$ cat src/rtl/alu_share_if.sv
// Client-side bus of the shared add/sub controller.
// master = client pair, slave = controller.
interface alu_share_if #(
   parameter int WIDTH = 4
);
   logic             req0;
   logic             req1;
   logic             op0;
   logic             op1;
   logic [WIDTH-1:0] a0;
   logic [WIDTH-1:0] a1;
   logic [WIDTH-1:0] b0;
   logic [WIDTH-1:0] b1;
   logic             gnt0;
   logic             gnt1;
   logic             done0;
   logic             done1;
   logic [WIDTH-1:0] result;
   logic             busy;

   modport master (
      output req0, req1, op0, op1, a0, a1, b0, b1,
      input  gnt0, gnt1, done0, done1, result, busy
   );

   modport slave (
      input  req0, req1, op0, op1, a0, a1, b0, b1,
      output gnt0, gnt1, done0, done1, result, busy
   );
endinterface

$ cat src/rtl/alu_share_ctrl.sv
// Round-robin sharing of one add/sub unit between two channels.
// Optional ALU_SHARE_FLAG_EN adds a registered carry/borrow flag_o.
module alu_share_ctrl #(
   parameter int WIDTH  = 4,
   parameter int SETTLE = 1
) (
   input  logic             clk,
   input  logic             rst_n,
   alu_share_if.slave       bus,
   output logic             alu_enable_o,
   output logic             alu_select_o,
   output logic [WIDTH-1:0] alu_a_o,
   output logic [WIDTH-1:0] alu_b_o,
   input  logic [WIDTH-1:0] alu_result_i
`ifdef ALU_SHARE_FLAG_EN
   ,
   output logic             flag_o
`endif
);

   localparam int CW = $clog2(SETTLE + 1);

   typedef enum logic [1:0] {
      IDLE  = 2'd0,
      ISSUE = 2'd1,
      DONE  = 2'd2
   } state_t;

   state_t           state_q, state_d;
   logic [CW-1:0]    cnt_q, cnt_d;
   logic             prio_q;
   logic             owner_q;
   logic             sel_q;
   logic [WIDTH-1:0] a_q;
   logic [WIDTH-1:0] b_q;
   logic [WIDTH-1:0] res_q;
   logic             win;
   logic             grant;
   logic             capture;

`ifdef ALU_SHARE_FLAG_EN
   logic             flag_q;
   logic             flag_d;
   logic [WIDTH:0]   sum_w;

   // carry of a+b or borrow of a-b from the latched operands
   always_comb begin
      sum_w  = {1'b0, a_q} + {1'b0, b_q};
      flag_d = sel_q ? (a_q < b_q) : sum_w[WIDTH];
   end

   assign flag_o = flag_q;
`endif

   // state register
   always_ff @(posedge clk) begin
      if (!rst_n) begin
         state_q <= IDLE;
         cnt_q   <= '0;
      end else begin
         state_q <= state_d;
         cnt_q   <= cnt_d;
      end
   end

   // next state, arbitration and settle counting
   always_comb begin
      state_d = state_q;
      cnt_d   = cnt_q;
      grant   = 1'b0;
      capture = 1'b0;
      if (bus.req0 && bus.req1) win = prio_q;
      else                      win = bus.req1;
      unique case (state_q)
         IDLE: begin
            if (bus.req0 || bus.req1) begin
               state_d = ISSUE;
               cnt_d   = '0;
               grant   = 1'b1;
            end
         end
         ISSUE: begin
            if (cnt_q == CW'(SETTLE - 1)) begin
               state_d = DONE;
               capture = 1'b1;
            end else begin
               cnt_d = cnt_q + 1'b1;
            end
         end
         DONE:    state_d = IDLE;
         default: state_d = IDLE;
      endcase
   end

   // operand latch on grant, result capture at end of settle
   always_ff @(posedge clk) begin
      if (!rst_n) begin
         prio_q  <= 1'b0;
         owner_q <= 1'b0;
         sel_q   <= 1'b0;
         a_q     <= '0;
         b_q     <= '0;
         res_q   <= '0;
`ifdef ALU_SHARE_FLAG_EN
         flag_q  <= 1'b0;
`endif
      end else begin
         if (grant) begin
            owner_q <= win;
            prio_q  <= ~win;
            sel_q   <= win ? bus.op1 : bus.op0;
            a_q     <= win ? bus.a1 : bus.a0;
            b_q     <= win ? bus.b1 : bus.b0;
         end
         if (capture) begin
            res_q  <= alu_result_i;
`ifdef ALU_SHARE_FLAG_EN
            flag_q <= flag_d;
`endif
         end
      end
   end

   // outputs decoded from state and owner
   always_comb begin
      alu_enable_o = (state_q == ISSUE);
      alu_select_o = sel_q;
      alu_a_o      = a_q;
      alu_b_o      = b_q;
      bus.busy     = (state_q != IDLE);
      bus.result   = res_q;
      bus.gnt0     = (state_q == ISSUE) && (cnt_q == '0) && !owner_q;
      bus.gnt1     = (state_q == ISSUE) && (cnt_q == '0) && owner_q;
      bus.done0    = (state_q == DONE) && !owner_q;
      bus.done1    = (state_q == DONE) && owner_q;
   end

endmodule
$ cat src/flat_wrapper.sv
// flat-port wrapper written by rule: the top's interface ports become plain ports
module alu_share_ctrl_flat 
#(
   parameter int WIDTH  = 4,
   parameter int SETTLE = 1
)
  (clk, rst_n, alu_enable_o, alu_select_o, alu_a_o, alu_b_o, alu_result_i, bus_req0, bus_req1, bus_op0, bus_op1, bus_a0, bus_a1, bus_b0, bus_b1, bus_gnt0, bus_gnt1, bus_done0, bus_done1, bus_result, bus_busy);
  alu_share_if #(.WIDTH(WIDTH)) bus_i ();
  input  logic clk;
  input  logic rst_n;
  output logic alu_enable_o;
  output logic alu_select_o;
  output logic [WIDTH-1:0] alu_a_o;
  output logic [WIDTH-1:0] alu_b_o;
  input  logic [WIDTH-1:0] alu_result_i;
  input wire logic [$bits(bus_i.req0)-1:0] bus_req0;
  input wire logic [$bits(bus_i.req1)-1:0] bus_req1;
  input wire logic [$bits(bus_i.op0)-1:0] bus_op0;
  input wire logic [$bits(bus_i.op1)-1:0] bus_op1;
  input wire logic [$bits(bus_i.a0)-1:0] bus_a0;
  input wire logic [$bits(bus_i.a1)-1:0] bus_a1;
  input wire logic [$bits(bus_i.b0)-1:0] bus_b0;
  input wire logic [$bits(bus_i.b1)-1:0] bus_b1;
  output wire logic [$bits(bus_i.gnt0)-1:0] bus_gnt0;
  output wire logic [$bits(bus_i.gnt1)-1:0] bus_gnt1;
  output wire logic [$bits(bus_i.done0)-1:0] bus_done0;
  output wire logic [$bits(bus_i.done1)-1:0] bus_done1;
  output wire logic [$bits(bus_i.result)-1:0] bus_result;
  output wire logic [$bits(bus_i.busy)-1:0] bus_busy;
  assign bus_i.req0 = bus_req0;
  assign bus_i.req1 = bus_req1;
  assign bus_i.op0 = bus_op0;
  assign bus_i.op1 = bus_op1;
  assign bus_i.a0 = bus_a0;
  assign bus_i.a1 = bus_a1;
  assign bus_i.b0 = bus_b0;
  assign bus_i.b1 = bus_b1;
  assign bus_gnt0 = bus_i.gnt0;
  assign bus_gnt1 = bus_i.gnt1;
  assign bus_done0 = bus_i.done0;
  assign bus_done1 = bus_i.done1;
  assign bus_result = bus_i.result;
  assign bus_busy = bus_i.busy;
  alu_share_ctrl #(.WIDTH(WIDTH), .SETTLE(SETTLE)) u_core (.clk(clk), .rst_n(rst_n), .bus(bus_i), .alu_enable_o(alu_enable_o), .alu_select_o(alu_select_o), .alu_a_o(alu_a_o), .alu_b_o(alu_b_o), .alu_result_i(alu_result_i));
endmodule
$ cat config.mk
export PLATFORM = sky130hd
export DESIGN_NAME = alu_share_ctrl_flat
export DESIGN_NICKNAME = d
export VERILOG_FILES = /design/src/rtl/alu_share_if.sv /design/src/rtl/alu_share_ctrl.sv /design/src/flat_wrapper.sv
export SDC_FILE = /design/constraint.sdc
export NUM_CORES = 1
export LEC_CHECK = 0
export BUFFER_PORTS_ARGS = -buffer_cell sky130_fd_sc_hd__buf_2
export CORE_ASPECT_RATIO = 1.2
export CORE_MARGIN = 2
export CORE_UTILIZATION = 28
export CTS_CLUSTER_DIAMETER = 200
export DETAILED_ROUTE_END_ITERATION = 8
export PLACE_DENSITY = 0.58
export SLEW_MARGIN = 30
export SYNTH_ARGS = -nofsm -noshare
export SYNTH_HDL_FRONTEND = slang
export SYNTH_SLANG_ARGS = --single-unit
$ cat constraint.sdc
create_clock -name clk -period 2.05 [get_ports clk]
set_input_delay 0.41 -clock clk [delete_from_list [all_inputs] [get_ports clk]]
set_output_delay 0.41 -clock clk [all_outputs]
set_load 0.01 [all_outputs]
### After elaboration in Yosys (flattened, before gate mapping)

Index checks and enable logic that the tools add are counted.

* register bits: 18
* input bits: 26
* output and inout bits: 19
* logic and storage cells: 42

* add/sub/neg operators: 1
* equality and inequality tests: 4
* mux-type cells: 14
* bitwise gates (word level): 2
* reductions and logical operators: 13

Operators with widths (number)
* $mux W1: 8
* $mux W4: 2
* $logic_and A1 B1 Y1: 6
* $mux W2: 2
* $pmux W2 S2: 1
* $reduce_and A2 Y1: 2
* $reduce_bool A2 Y1: 2
* $eq A2 B1 Y1 const B: 1
* $eq A2 B2 Y1 const B: 1
* $logic_not A2 Y1: 1
* $ne A2 B1 Y1 const B: 1
* $ne A2 B2 Y1 const B: 1
* $not A1 Y1: 2
* $pmux W1 S2: 1
* $add A1 B1 Y1 const B: 1
* $logic_not A1 Y1: 1
* $logic_or A1 B1 Y1: 1

### Longest topological paths before layout

* depth after elaboration: 3
* depth in mapped cells: 5
* depth with buffers taken out: 4

### Worst setup path before layout

No wires, ideal clock.

* path type: reg-to-output
* start point: reg u_core.state_q[1]
* end point: out bus_gnt1
* arrival time: 0.937 ns
* required time: 1.640 ns
* slack: 0.703 ns
* cell stages (with the launch flop): 4
* buffers on the path: 0
* cells stage by stage: dfxtp_1 > nand2b_1 > inv_1 > and2_1

* cells in the longest elaborated chain, start to end: 3

Ends and longest elaborated chain
* start, declared: line alu_share_ctrl.sv:29 `state_t state_q, state_d;`
* start signal, assigned: line alu_share_ctrl.sv:61 `state_q <= state_d;`
* $eq A2 B1 Y1
* net alu_enable_o: line flat_wrapper.sv:11 `output logic alu_enable_o;`
* $logic_and A1 B1 Y1 (2 in series): line alu_share_ctrl.sv:133 `bus.gnt1 = (state_q == ISSUE) && (cnt_q == '0) && owner_q;`
* end, declared: line flat_wrapper.sv:25 `output wire logic [$bits(bus_i.gnt1)-1:0] bus_gnt1;`

The timed path passes the listed nets, and every way through them passes these cells.

### Worst setup path after layout

* start point: reg u_core.state_q[1]
* end point: out bus_gnt1

* cells in the longest elaborated chain, start to end: 3

Ends and longest elaborated chain (line)
* $eq A2 B1 Y1: alu_share_ctrl.sv:133
* $logic_and A1 B1 Y1 (2 in series): alu_share_ctrl.sv:133

Every way passes these cells.

==> results by group <==
Floorplanning
  – Area of the core region: 2790 sq um
  – Starting density of the core: 0.296
  – Overall die area: 3390 sq um
  – Width of the chip: 53.5 microns
  – Row cnt: 21
  – I/O pin cnt: 45
  – Die height: 63.4 microns

Global route
  – Via count of the first global-routing pass: 692
  – Overall Global Routing Usage: 0.121
  – First-pass GRT wire length: 3.15 mm
  – Sum of overflow across all layers after global routing: 0
  – Largest net degree at the start of global routing: 23
  – Number of antenna violations at the first check in global routing: 0

Yosys
  – Synth top area cells: dfxtp_1 41%, o311a_1 11%, o21bai_1 8.2%, and3_1 6.8%, a21boi_0 6.4%
  – Cell area after synthesis: 823 sq um
  – FF+latch count, synth: 17
  – Synth warnings: 0
  – Number of instances in the synthesized netlist: 89
  – Syn Area/Cell: 9.25 sq um
  – Post-synth net total: 115
  – Synth cell types: 25
  – Sequential element share of the synthesized area: 0.413
  – Synth top area share: 0.413
  – Biggest area consumer among synthesized cells: dfxtp_1

CTS
  – CTS tree: built
  – Post-CTS Setup Bufs: 0
  – Clock transition at the registers of the reported paths: 100 ps
  – Number of hold buffers added after cts: 0
  – Number of clock sinks: 17
  – Skew-Pair Late Insertion Delay: 280 ps
  – Maximum clock insertion buffer count: 2
  – Post-CTS sizing: 0
  – Clock H-tree levels: 1
  – Root buf cell: clkbuf_4
  – TritonCTS buffer count: 3

Routing
  – Antenna violation net count after detailed routing: 0
  – Drt first pass iters: 4
  – Vias post-DR: 826
  – Wire per inst: 12.2 microns
  – Drt total wl: 2.02 mm
  – Total DRC errors in the routed layout: 0
  – Via count normalized by instance count: 4.98
  – Drt initial violations: 18

STA
  – Ratio of final minimum period to clock period: 0.879
  – Setup total negative slack: 0 ps
  – Final Critical Period: 1800 ps
  – Final worst-path setup slack: 248 ps
  – RSZ-0062 raised after global routing: false
  – Max Fclk: 0.555 GHz
  – Max-Slew Margin vs Limit: 0.667
  – Total count of hold-check failures in the final report: 0
  – Worst-Margin Slew: 500 ps
  – Final slew viol count: 0
  – Clock skew after layout: 5.33 ps
  – Final-report setup violation count: 0

Pwr
  – Final Total Pwr: 0.000754 W
  – Power per standard cell area: 697 nW/um^2
  – Leakage power: 0.564 nW
  – Maximum resistive drop on vdd: 0.373 mV

Layout
  – Number of inserted diodes: 0
  – Footprint of the multi-input gates: 440 sq um
  – Syn-to-layout area delta: 31.3%
  – Post-layout instance area: 1080 sq um
  – Final-stage net count: 159
  – Reg area: 340 sq um
  – Layout Cells excl Fill: 166
  – Filler cells: 320
  – Proportion of layout cells with a drive suffix above 1: 0.394

Worst setup path
  – Max stage delay on crit path: 400 ps
  – CP Data Required Time: 1640 ps
  – Type of element capturing the critical path: primary output
  – Largest fanout of any net on the critical path: 7
  – Arrival time at the worst endpoint: 1390 ps
  – Count of buffering cells on the critical path with inverters included: 2
  – Slowest stage cell on the critical path: dfxtp_1
  – Top Family by Delay on Critical Path: simple AND/OR/NAND/NOR gates
  – Worst setup path class: reg2out
  – Kind of start point of the critical path: register
  – List of cells traversed by the critical path: nand2b_1, inv_1, and2_1, buf_2

Placement
  – Sum of net half-perimeters after detailed placement: 1.47 mm
  – Setup slack after placement: 566 ps
  – IO Port Bufs: 44
  – Number of instances in the placed design: 162
  – Instance area at placement: 1050 sq um
  – Final weighted congestion in routability-driven placement: 0.642

Status
  – Outcome: complete, no violations

Min path
  – Class of the most critical hold timing path: in2reg

Flow run
  – Total of max-cap violations: 0
layer usage:
metal / global-route usage / vias to the layer above / wire [microns]
met2: 0.190 / 38 / 925
met1: 0.167 / 371 / 919
met4: 0.0288 / 0 / 0
met3: 0.0237 / 0 / 173
met5: 0 / - / 0
li1: - / 417 / -
power by group:
group	total, W	switching (W)	internal [W]
logic	0.000198	0.000105	0.0000937
registers	0.000381	0.0000185	0.000362
clock network	0.000175	0.0000992	0.0000754
total	0.000754	0.000222	0.000532
metrics by stage:
stage          utilization  hold slack [ps]
6_report             0.388              367
5_1_grt              0.388              360
4_1_cts              0.388              356
3_5_place_dp         0.379              453
3_3_place_gp         0.379              446
2_1_floorplan            -              449
flip-flops by register name, indices dropped and copies added (netlist names):
signal               count
u_core.alu_a_o           4
u_core.alu_b_o           4
u_core.bus.result        4
u_core.state_q           2
u_core.alu_select_o      1
u_core.owner_q           1
u_core.prio_q            1
layout by cell type, fill, tap and decap left out:
| cell type | Yosys | routed |
|---|---|---|
| buf_2 | 3 | 44 |
| dfxtp_1 | 17 | 17 |
| and3_1 | 9 | 9 |
| o21bai_1 | 9 | 9 |
| o311a_1 | 9 | 9 |
| nand2_1 | 8 | 8 |
| a21boi_0 | 7 | 7 |
| a21oi_1 | 6 | 6 |
| nor2_1 | 3 | 3 |
| clkbuf_4 | 0 | 3 |
| inv_1 | 2 | 2 |
| a21boi_1 | 2 | 2 |
| nand2b_1 | 1 | 1 |
| nor2_4 | 1 | 1 |
| inv_2 | 1 | 1 |
| and2_1 | 1 | 1 |
| nor3b_1 | 1 | 1 |
| and3b_1 | 1 | 1 |
| nand2b_4 | 1 | 1 |
| o21ai_2 | 1 | 1 |
| nor2_2 | 1 | 1 |
| a311oi_1 | 1 | 1 |
| nand3_1 | 1 | 1 |
| o21ai_1 | 1 | 1 |
| clkbuf_1 | 0 | 1 |
cell type report:
class,instances,area share
clock buffer,4,0.0243
inverter,3,0.0104
multi-input combinational,64,0.407
sequential,17,0.315
tap,34,0.0394
timing repair buffer,44,0.204
cells by family after synthesis:
group                  after synthesis  share of synthesized area
AOI/OAI and AO/OA                   36                      0.337
and+or+nand+nor                     28                      0.198
DFF                                 17                      0.413
buffers and inverters                8                     0.0517
worst paths after layout:
kind                                                        start                           endpoint  slack, ps  cells after the start
worst max-delay path               u_core.state_q[1]$_SDFFE_PN0P_                           bus_gnt1        250                      4
worst min-delay path                              alu_result_i[0]  u_core.bus.result[0]$_SDFFE_PN0N_        370                      3
worst max register to register     u_core.state_q[0]$_SDFFE_PN0P_     u_core.alu_b_o[2]$_SDFFE_PN0P_        820                      3
worst min register to register  u_core.bus.result[1]$_SDFFE_PN0N_  u_core.bus.result[1]$_SDFFE_PN0N_        460                      2
cells in the mapped netlist, drive strengths merged:
library cell / n
dfxtp: 17
a21boi: 9
and3: 9
o21bai: 9
o311a: 9
nand2: 8
a21oi: 6
nor2: 5
buf: 4
inv: 3
nand2b: 2
o21ai: 2
a311oi: 1
and2: 1
and3b: 1
clkbuf: 1
nand3: 1
nor3b: 1
worst min-delay path: cells and delay by family:
kind                   cells  cell delay [ps]
AO/OA/AOI/OAI              1               50
buffers and inverters      1              100
AND/OR/NAND/NOR            1               50
Power figures use the tool's default switching activity.
